--- src/rtl/conv_pkg.sv ---
// Shared constants and types for the convolution-unit dispatch queue.
package conv_pkg;

    localparam logic [6:0] OPC_CUSTOM0 = 7'b0001011;
    localparam logic [2:0] F3_CLR      = 3'b000;
    localparam logic [2:0] F3_MAC      = 3'b001;
    localparam logic [2:0] F3_RD       = 3'b010;

    // One queued instruction bundle, 143 bits.
    typedef struct packed {
        logic [31:0] opcode;
        logic [31:0] pc;
        logic [4:0]  rd;
        logic [4:0]  ra;
        logic [4:0]  rb;
        logic [31:0] ra_op;
        logic [31:0] rb_op;
    } conv_entry_t;

    typedef enum logic [1:0] {
        D_IDLE = 2'd0,
        D_WAIT = 2'd1,
        D_GAP  = 2'd2
    } disp_state_t;

    function automatic logic is_custom0(input logic [31:0] opcode);
        return opcode[6:0] == OPC_CUSTOM0;
    endfunction

endpackage

--- src/rtl/conv_dispatch_queue_if.sv ---
// Issue, convolution-unit and writeback signals of the dispatch queue.
interface conv_dispatch_queue_if #(
    parameter int DEPTH = 4,
    parameter int CNT_W = $clog2(DEPTH + 1)
);
    logic             issue_valid_i;
    logic [31:0]      issue_opcode_i;
    logic [31:0]      issue_pc_i;
    logic             issue_invalid_i;
    logic [4:0]       issue_rd_idx_i;
    logic [4:0]       issue_ra_idx_i;
    logic [4:0]       issue_rb_idx_i;
    logic [31:0]      issue_ra_operand_i;
    logic [31:0]      issue_rb_operand_i;
    logic             flush_i;
    logic             stall_o;
    logic             conv_valid_o;
    logic [31:0]      conv_opcode_o;
    logic [31:0]      conv_pc_o;
    logic [31:0]      conv_ra_operand_o;
    logic [31:0]      conv_rb_operand_o;
    logic [4:0]       conv_rd_idx_o;
    logic [4:0]       conv_ra_idx_o;
    logic [4:0]       conv_rb_idx_o;
    logic             conv_invalid_o;
    logic             conv_busy_i;
    logic             conv_valid_i;
    logic [31:0]      conv_writeback_i;
    logic             wb_valid_o;
    logic [4:0]       wb_rd_idx_o;
    logic [31:0]      wb_value_o;
    logic [CNT_W-1:0] level_o;

    modport slave (
        input  issue_valid_i, issue_opcode_i, issue_pc_i, issue_invalid_i,
               issue_rd_idx_i, issue_ra_idx_i, issue_rb_idx_i,
               issue_ra_operand_i, issue_rb_operand_i, flush_i,
               conv_busy_i, conv_valid_i, conv_writeback_i,
        output stall_o, conv_valid_o, conv_opcode_o, conv_pc_o,
               conv_ra_operand_o, conv_rb_operand_o, conv_rd_idx_o,
               conv_ra_idx_o, conv_rb_idx_o, conv_invalid_o,
               wb_valid_o, wb_rd_idx_o, wb_value_o, level_o
    );

    modport master (
        output issue_valid_i, issue_opcode_i, issue_pc_i, issue_invalid_i,
               issue_rd_idx_i, issue_ra_idx_i, issue_rb_idx_i,
               issue_ra_operand_i, issue_rb_operand_i, flush_i,
               conv_busy_i, conv_valid_i, conv_writeback_i,
        input  stall_o, conv_valid_o, conv_opcode_o, conv_pc_o,
               conv_ra_operand_o, conv_rb_operand_o, conv_rd_idx_o,
               conv_ra_idx_o, conv_rb_idx_o, conv_invalid_o,
               wb_valid_o, wb_rd_idx_o, wb_value_o, level_o
    );

endinterface

--- src/rtl/conv_entry_fifo.sv ---
// Synchronous FIFO of conv_entry_t with flush; head reads as zero when empty.
module conv_entry_fifo
    import conv_pkg::*;
#(
    parameter int DEPTH = 4,
    parameter int CNT_W = $clog2(DEPTH + 1)
) (
    input  logic             clk_i,
    input  logic             rst_ni,
    input  logic             push_i,
    input  conv_entry_t      entry_i,
    input  logic             pop_i,
    input  logic             flush_i,
    output conv_entry_t      head_o,
    output logic             full_o,
    output logic             empty_o,
    output logic [CNT_W-1:0] count_o
);
    localparam int PTR_W = $clog2(DEPTH);

    conv_entry_t      r_mem [DEPTH];
    logic [PTR_W-1:0] r_wr_ptr;
    logic [PTR_W-1:0] r_rd_ptr;
    logic [CNT_W-1:0] r_count;
    logic             w_push;
    logic             w_pop;

    assign full_o  = (r_count == CNT_W'(DEPTH));
    assign empty_o = (r_count == '0);
    assign count_o = r_count;
    assign head_o  = empty_o ? '0 : r_mem[r_rd_ptr];

    // Full blocks a push even when a pop frees a slot in the same cycle.
    assign w_push = push_i && !full_o && !flush_i;
    assign w_pop  = pop_i && !empty_o && !flush_i;

    always_ff @(posedge clk_i) begin
        if (w_push) begin
            r_mem[r_wr_ptr] <= entry_i;
        end
    end

    always_ff @(posedge clk_i or negedge rst_ni) begin
        if (!rst_ni) begin
            r_wr_ptr <= '0;
            r_rd_ptr <= '0;
            r_count  <= '0;
        end else if (flush_i) begin
            r_wr_ptr <= '0;
            r_rd_ptr <= '0;
            r_count  <= '0;
        end else begin
            if (w_push) begin
                r_wr_ptr <= r_wr_ptr + PTR_W'(1);
            end
            if (w_pop) begin
                r_rd_ptr <= r_rd_ptr + PTR_W'(1);
            end
            if (w_push && !w_pop) begin
                r_count <= r_count + CNT_W'(1);
            end else if (w_pop && !w_push) begin
                r_count <= r_count - CNT_W'(1);
            end
        end
    end

endmodule

--- src/rtl/conv_dispatch_queue.sv ---
// Queues custom-0 instructions and feeds them one at a time to the convolution
// unit, tagging each completion with its destination register.
//
// state  | meaning
// D_IDLE | unit free; dispatch head entry when queue non-empty
// D_WAIT | one op outstanding; waiting for unit completion pulse
// D_GAP  | one cycle for the unit to settle back to idle
module conv_dispatch_queue
    import conv_pkg::*;
#(
    parameter int DEPTH = 4,
    parameter int CNT_W = $clog2(DEPTH + 1)
) (
    input  logic                   clk_i,
    input  logic                   rst_ni,
    conv_dispatch_queue_if.slave   bus
);
    logic [1:0]       r_rst_sync;
    logic             w_rst_n;
    disp_state_t      r_state;
    disp_state_t      w_next;
    logic [4:0]       r_out_rd;
    conv_entry_t      w_entry;
    conv_entry_t      w_head;
    logic             w_push;
    logic             w_pop;
    logic             w_full;
    logic             w_empty;
    logic [CNT_W-1:0] w_count;
    logic             w_dispatch;
    logic             w_wb_valid;

    // Reset asserts immediately and releases two clocks after rst_ni rises.
    always_ff @(posedge clk_i or negedge rst_ni) begin
        if (!rst_ni) begin
            r_rst_sync <= '0;
        end else begin
            r_rst_sync <= {r_rst_sync[0], 1'b1};
        end
    end
    assign w_rst_n = r_rst_sync[1];

    assign w_entry = '{
        opcode: bus.issue_opcode_i,
        pc:     bus.issue_pc_i,
        rd:     bus.issue_rd_idx_i,
        ra:     bus.issue_ra_idx_i,
        rb:     bus.issue_rb_idx_i,
        ra_op:  bus.issue_ra_operand_i,
        rb_op:  bus.issue_rb_operand_i
    };

    assign w_push = bus.issue_valid_i && is_custom0(bus.issue_opcode_i) &&
                    !bus.issue_invalid_i && !w_full && !bus.flush_i;

    conv_entry_fifo #(.DEPTH(DEPTH), .CNT_W(CNT_W)) u_fifo (
        .clk_i   (clk_i),
        .rst_ni  (w_rst_n),
        .push_i  (w_push),
        .entry_i (w_entry),
        .pop_i   (w_pop),
        .flush_i (bus.flush_i),
        .head_o  (w_head),
        .full_o  (w_full),
        .empty_o (w_empty),
        .count_o (w_count)
    );

    always_ff @(posedge clk_i or negedge w_rst_n) begin
        if (!w_rst_n) begin
            r_state  <= D_IDLE;
            r_out_rd <= '0;
        end else begin
            r_state <= w_next;
            if (w_pop) begin
                r_out_rd <= w_head.rd;
            end
        end
    end

    always_comb begin
        w_next     = r_state;
        w_dispatch = 1'b0;
        w_pop      = 1'b0;
        w_wb_valid = 1'b0;
        unique case (r_state)
            D_IDLE: begin
                if (!w_empty && !bus.flush_i && !bus.conv_busy_i) begin
                    w_dispatch = 1'b1;
                    w_pop      = 1'b1;
                    w_next     = D_WAIT;
                end
            end
            D_WAIT: begin
                if (bus.conv_valid_i) begin
                    w_wb_valid = 1'b1;
                    w_next     = D_GAP;
                end
            end
            D_GAP:   w_next = D_IDLE;
            default: w_next = D_IDLE;
        endcase
    end

    assign bus.stall_o           = w_full;
    assign bus.level_o           = w_count;
    assign bus.conv_valid_o      = w_dispatch;
    assign bus.conv_opcode_o     = w_head.opcode;
    assign bus.conv_pc_o         = w_head.pc;
    assign bus.conv_rd_idx_o     = w_head.rd;
    assign bus.conv_ra_idx_o     = w_head.ra;
    assign bus.conv_rb_idx_o     = w_head.rb;
    assign bus.conv_ra_operand_o = w_head.ra_op;
    assign bus.conv_rb_operand_o = w_head.rb_op;
    assign bus.conv_invalid_o    = 1'b0;
    assign bus.wb_valid_o        = w_wb_valid;
    assign bus.wb_rd_idx_o       = r_out_rd;
    assign bus.wb_value_o        = bus.conv_writeback_i;

endmodule

--- src/flat_wrapper.sv ---
// flat-port wrapper written by rule: the top's interface ports become plain ports
module conv_dispatch_queue_flat import conv_pkg::*;
#(
    parameter int DEPTH = 4,
    parameter int CNT_W = $clog2(DEPTH + 1)
)
  (clk_i, rst_ni, bus_issue_valid_i, bus_issue_opcode_i, bus_issue_pc_i, bus_issue_invalid_i, bus_issue_rd_idx_i, bus_issue_ra_idx_i, bus_issue_rb_idx_i, bus_issue_ra_operand_i, bus_issue_rb_operand_i, bus_flush_i, bus_conv_busy_i, bus_conv_valid_i, bus_conv_writeback_i, bus_stall_o, bus_conv_valid_o, bus_conv_opcode_o, bus_conv_pc_o, bus_conv_ra_operand_o, bus_conv_rb_operand_o, bus_conv_rd_idx_o, bus_conv_ra_idx_o, bus_conv_rb_idx_o, bus_conv_invalid_o, bus_wb_valid_o, bus_wb_rd_idx_o, bus_wb_value_o, bus_level_o);
  conv_dispatch_queue_if #(.DEPTH(DEPTH), .CNT_W(CNT_W)) bus_i ();
  input  logic clk_i;
  input  logic rst_ni;
  input wire logic [$bits(bus_i.issue_valid_i)-1:0] bus_issue_valid_i;
  input wire logic [$bits(bus_i.issue_opcode_i)-1:0] bus_issue_opcode_i;
  input wire logic [$bits(bus_i.issue_pc_i)-1:0] bus_issue_pc_i;
  input wire logic [$bits(bus_i.issue_invalid_i)-1:0] bus_issue_invalid_i;
  input wire logic [$bits(bus_i.issue_rd_idx_i)-1:0] bus_issue_rd_idx_i;
  input wire logic [$bits(bus_i.issue_ra_idx_i)-1:0] bus_issue_ra_idx_i;
  input wire logic [$bits(bus_i.issue_rb_idx_i)-1:0] bus_issue_rb_idx_i;
  input wire logic [$bits(bus_i.issue_ra_operand_i)-1:0] bus_issue_ra_operand_i;
  input wire logic [$bits(bus_i.issue_rb_operand_i)-1:0] bus_issue_rb_operand_i;
  input wire logic [$bits(bus_i.flush_i)-1:0] bus_flush_i;
  input wire logic [$bits(bus_i.conv_busy_i)-1:0] bus_conv_busy_i;
  input wire logic [$bits(bus_i.conv_valid_i)-1:0] bus_conv_valid_i;
  input wire logic [$bits(bus_i.conv_writeback_i)-1:0] bus_conv_writeback_i;
  output wire logic [$bits(bus_i.stall_o)-1:0] bus_stall_o;
  output wire logic [$bits(bus_i.conv_valid_o)-1:0] bus_conv_valid_o;
  output wire logic [$bits(bus_i.conv_opcode_o)-1:0] bus_conv_opcode_o;
  output wire logic [$bits(bus_i.conv_pc_o)-1:0] bus_conv_pc_o;
  output wire logic [$bits(bus_i.conv_ra_operand_o)-1:0] bus_conv_ra_operand_o;
  output wire logic [$bits(bus_i.conv_rb_operand_o)-1:0] bus_conv_rb_operand_o;
  output wire logic [$bits(bus_i.conv_rd_idx_o)-1:0] bus_conv_rd_idx_o;
  output wire logic [$bits(bus_i.conv_ra_idx_o)-1:0] bus_conv_ra_idx_o;
  output wire logic [$bits(bus_i.conv_rb_idx_o)-1:0] bus_conv_rb_idx_o;
  output wire logic [$bits(bus_i.conv_invalid_o)-1:0] bus_conv_invalid_o;
  output wire logic [$bits(bus_i.wb_valid_o)-1:0] bus_wb_valid_o;
  output wire logic [$bits(bus_i.wb_rd_idx_o)-1:0] bus_wb_rd_idx_o;
  output wire logic [$bits(bus_i.wb_value_o)-1:0] bus_wb_value_o;
  output wire logic [$bits(bus_i.level_o)-1:0] bus_level_o;
  assign bus_i.issue_valid_i = bus_issue_valid_i;
  assign bus_i.issue_opcode_i = bus_issue_opcode_i;
  assign bus_i.issue_pc_i = bus_issue_pc_i;
  assign bus_i.issue_invalid_i = bus_issue_invalid_i;
  assign bus_i.issue_rd_idx_i = bus_issue_rd_idx_i;
  assign bus_i.issue_ra_idx_i = bus_issue_ra_idx_i;
  assign bus_i.issue_rb_idx_i = bus_issue_rb_idx_i;
  assign bus_i.issue_ra_operand_i = bus_issue_ra_operand_i;
  assign bus_i.issue_rb_operand_i = bus_issue_rb_operand_i;
  assign bus_i.flush_i = bus_flush_i;
  assign bus_i.conv_busy_i = bus_conv_busy_i;
  assign bus_i.conv_valid_i = bus_conv_valid_i;
  assign bus_i.conv_writeback_i = bus_conv_writeback_i;
  assign bus_stall_o = bus_i.stall_o;
  assign bus_conv_valid_o = bus_i.conv_valid_o;
  assign bus_conv_opcode_o = bus_i.conv_opcode_o;
  assign bus_conv_pc_o = bus_i.conv_pc_o;
  assign bus_conv_ra_operand_o = bus_i.conv_ra_operand_o;
  assign bus_conv_rb_operand_o = bus_i.conv_rb_operand_o;
  assign bus_conv_rd_idx_o = bus_i.conv_rd_idx_o;
  assign bus_conv_ra_idx_o = bus_i.conv_ra_idx_o;
  assign bus_conv_rb_idx_o = bus_i.conv_rb_idx_o;
  assign bus_conv_invalid_o = bus_i.conv_invalid_o;
  assign bus_wb_valid_o = bus_i.wb_valid_o;
  assign bus_wb_rd_idx_o = bus_i.wb_rd_idx_o;
  assign bus_wb_value_o = bus_i.wb_value_o;
  assign bus_level_o = bus_i.level_o;
  conv_dispatch_queue #(.DEPTH(DEPTH), .CNT_W(CNT_W)) u_core (.clk_i(clk_i), .rst_ni(rst_ni), .bus(bus_i));
endmodule
--- config.mk ---
export PLATFORM = sky130hd
export DESIGN_NAME = conv_dispatch_queue_flat
export DESIGN_NICKNAME = d
export VERILOG_FILES = /design/src/rtl/conv_pkg.sv /design/src/rtl/conv_dispatch_queue_if.sv /design/src/rtl/conv_entry_fifo.sv /design/src/rtl/conv_dispatch_queue.sv /design/src/flat_wrapper.sv
export SDC_FILE = /design/constraint.sdc
export NUM_CORES = 1
export LEC_CHECK = 0
export BUFFER_PORTS_ARGS = -buffer_cell sky130_fd_sc_hd__buf_2
export CORE_ASPECT_RATIO = 1.1
export CORE_MARGIN = 2
export CORE_UTILIZATION = 45
export DETAILED_ROUTE_END_ITERATION = 10
export PLACE_DENSITY_LB_ADDON = 0.2
export SYNTH_ARGS = -nofsm -noshare
export SYNTH_HDL_FRONTEND = slang
export SYNTH_SLANG_ARGS = --single-unit
--- constraint.sdc ---
create_clock -name clk_i -period 2.9 [get_ports clk_i]
set_input_delay 0 -clock clk_i [delete_from_list [all_inputs] [get_ports clk_i]]
set_output_delay 0 -clock clk_i [all_outputs]
set_load 0.02 [all_outputs]
==> impl_metrics.env <==
export IMPL_r2r_end="u_core.u_fifo.r_mem[0][40]$_DFFE_PP_"
export IMPL_reg2reg_setup_slack_ns=0.55
export IMPL_fin_nets=1680
export IMPL_maxCapViolations=0
export IMPL_finalNonFillerCells=2199
export IMPL_ant_nets=0
export IMPL_grt_overflow_total=0
export IMPL_setup_violations=0
export IMPL_grt_pass1_vias=12100
export IMPL_synth_edff_count=572
export IMPL_clkLatencyLatePin_ns=0.61
export IMPL_cts_buffers=57
export IMPL_num_rows=86
export IMPL_fmax_mhz=380
export IMPL_ff_latch_area_um2=17600
export IMPL_ys_warn_count=0
export IMPL_cts_tree="built"
export IMPL_start_util_pct=45.3
export IMPL_cpMaxStageDelayCell="dfrtp_4"
export IMPL_dp_cells=1944
export IMPL_clk_pin_slew_ns=0.06
export IMPL_hold_viol_final=0
export IMPL_ff2ff_path_depth=4
export IMPL_fin_crit_sh_pct=90.7
export IMPL_wl_mm=47.7
export IMPL_crit_chain="buf_12 > mux4_2 > nor2b_1 > buf_2"
export IMPL_multi_input_area_um2=4520
export IMPL_slew_viol_final=0
export IMPL_ys_flop_type="edfxtp_1"
export IMPL_post_cts_buffers=0
export IMPL_worst_hold_slack_ns=0.00000716
export IMPL_critPathCaptureType="output pin"
export IMPL_hold_depth=0
export IMPL_cp_data_arrival_time_ns=2.63
export IMPL_synth_top_area_cell="edfxtp_1"
export IMPL_slowest_delay_ns=0.77
export IMPL_first_pass_iters=5
export IMPL_syn_nets=1210
export IMPL_fill_cells=3747
export IMPL_path_class="reg2out"
export IMPL_synth_area_um2=22600
export IMPL_synth_seq_cells=588
export IMPL_die_y_um=239
export IMPL_tns_ns=0
export IMPL_dpl_cell_area_um2=25100
export IMPL_synthArstFlopShare_pct=2.72
export IMPL_hp_start="bus_conv_writeback_i[21]"
export IMPL_grt_total_usage_pct=18.5
export IMPL_diodes=0
export IMPL_drc=0
export IMPL_yosysSeqAreaShare_pct=77.8
export IMPL_viasPerCell=5.14
export IMPL_grt_pass1_wl_mm=72.5
export IMPL_fin_util_pct=57.3
export IMPL_area_growth_pct=26.3
export IMPL_syn_avg_cell_area_um2=22.1
export IMPL_leakagePower_uw=0.00981
export IMPL_relSlewSlack_pct=36.1
export IMPL_hold_end="bus_wb_value_o[21]"
export IMPL_status="completed"
export IMPL_critPathRequiredTime_ns=2.90
export IMPL_hp_class="in2out"
export IMPL_start_kind="flip-flop"
export IMPL_ctsHtreeMaxLevel=2
export IMPL_num_vias=11300
export IMPL_synth_distinct_cells=33
export IMPL_p_per_area_nw_per_um2=798
export IMPL_drive_gt1_share_pct=37.6
export IMPL_period_minus_slack_ns=2.63
export IMPL_die_area_um2=52000
export IMPL_wire_per_inst_um=21.7
export IMPL_gp_congestion=0.784
export IMPL_worstMarginPinSlew_ns=0.959
export IMPL_antenna_found_initial=1
export IMPL_portBuffers=303
export IMPL_fin_skew_ns=0.0201
export IMPL_synth_area_leaders="edfxtp_1, mux4_2, nor2b_1"
export IMPL_drtIter0Drc=705
export IMPL_yosysTopAreaCellShare_pct=76.0
export IMPL_die_x_um=218
export IMPL_clkSinkCount=588
export IMPL_rsz0062_at_grt="false"
export IMPL_dp_hpwl_mm=29.3
export IMPL_clockBufferDepth=3
export IMPL_ctsRootBufferMaster="clkbuf_16"
export IMPL_ir_drop_mv=1.53
export IMPL_ios=369
export IMPL_syn_inst=1023
export IMPL_path_max_fanout=25
export IMPL_finalInstanceArea_um2=28500
export IMPL_grt_max_degree=144
export IMPL_coreArea_um2=49800
export IMPL_reg2reg_from="u_core.u_fifo.count_o[2]$_DFFE_PN0P_"
-- repair_timing --
item	4_1_cts	5_1_grt
hold buffers	150	0
endpoints found under the hold margin	588	0
resized for setup	0	0
-- synth_stat cells, types with 4 or more instances --
cell,instances
dfrtp_1,16
inv_1,6
clkbuf_1,25
ha_1,4
buf_2,17
mux4_2,144
and2_2,4
buf_4,33
nand2_1,21
edfxtp_1,572
nor2_1,7
buf_1,5
nor2b_1,143
-- sequential cells by signal (all words and copies together) (netlist names) --
| name | cells |
|---|---|
| u_core.u_fifo.r_rd_ptr | 2 |
| u_core.u_fifo.r_wr_ptr | 2 |
| u_core.r_rst_sync | 2 |
| u_core.u_fifo.count_o | 3 |
| u_core.u_fifo.r_mem | 572 |
| u_core.r_state | 2 |
| u_core.bus.wb_rd_idx_o | 5 |
-- cell type report --
type	count	share of cell area, %
inverter	7	0.110
clock buffer	68	5.29
timing repair buffer	493	12.6
multi-input combinational	346	15.8
clock inverter	37	1.57
sequential	588	61.7
tap	660	2.90
-- power breakdown --
part           total, µW  internal (µW)  switching [µW]
logic               5570           2180            3400
clock network       7680           4670            3010
registers           9510           9370             132
total              22800          16200            6540
-- through the flow --
step / total power [µW] / setup slack (ns)
CTS: 23100 / 0.146
global route: 23700 / 0.103
global placement: 15200 / 0.639
detailed placement: 15200 / 0.569
finish: 22800 / 0.270
floorplan: 13200 / -0.451
-- per-layer routing --
metal / global-route usage, % / routed length (µm) / up-vias
li1: - / - / 5026
met1: 25.0 / 20200 / 5885
met2: 30.7 / 23700 / 315
met3: 4.47 / 2860 / 75
met4: 4.61 / 825 / 2
met5: 0 / 11 / -
-- worst max-delay path by stage --
stage | to | cells past startpoint | slack (ns) | from
floorplan | u_core.u_fifo.r_mem[0][0]$_DFFE_PP_ | 4 | -0.45 | u_core.u_fifo.count_o[2]$_DFFE_PN0P_
global placement | u_core.u_fifo.r_mem[1][56]$_DFFE_PP_ | 4 | 0.64 | u_core.u_fifo.count_o[2]$_DFFE_PN0P_
detailed placement | u_core.u_fifo.r_mem[1][56]$_DFFE_PP_ | 4 | 0.57 | u_core.u_fifo.count_o[2]$_DFFE_PN0P_
CTS | bus_conv_rb_operand_o[3] | 4 | 0.15 | u_core.u_fifo.r_rd_ptr[0]$_DFFE_PN0P_
global route | bus_conv_opcode_o[0] | 4 | 0.10 | u_core.u_fifo.r_rd_ptr[0]$_DFFE_PN0P_
finish | bus_conv_ra_operand_o[7] | 4 | 0.27 | u_core.u_fifo.r_rd_ptr[0]$_DFFE_PN0P_
-- cells by family (layout without fill, tap and decap cells) --
| kind of cell | Yosys count | in the layout | share of synthesized area (%) |
|---|---|---|---|
| flip-flops | 588 | 588 | 77.8 |
| AND/OR/NAND/NOR | 186 | 186 | 5.02 |
| multiplexers | 145 | 145 | 14.4 |
| buffers and inverters | 89 | 605 | 2.21 |
| AO/OA/AOI/OAI | 6 | 6 | 0.138 |
| adder cells (fa/ha/maj) | 5 | 5 | 0.310 |
| other | 2 | 2 | 0.0332 |
| XOR/XNOR | 2 | 2 | 0.0776 |
-- cell usage in the layout, fill, tap and decap left out, types with 4 or more instances in the layout --
master         count
buf_4             17
clkbuf_1           9
mux4_2           144
nand2_1           21
dfrtp_1           14
and2_4             4
nor2_1             7
ha_1               4
clkbuf_16         59
clkinv_2          11
inv_1              6
edfxtp_1         572
bufinv_16         11
clkinv_1          14
dlygate4sd3_1    150
buf_12            23
buf_2            303
nor2b_1          143
-- critical path, delay by kind of cell (launching register included) --
kind	cells	cell delay (ns)
muxes	1	0.54
DFF	1	0.77
and+or+nand+nor	1	0.16
buffers and inverters	2	0.51
(Power assumes the default switching activity.)
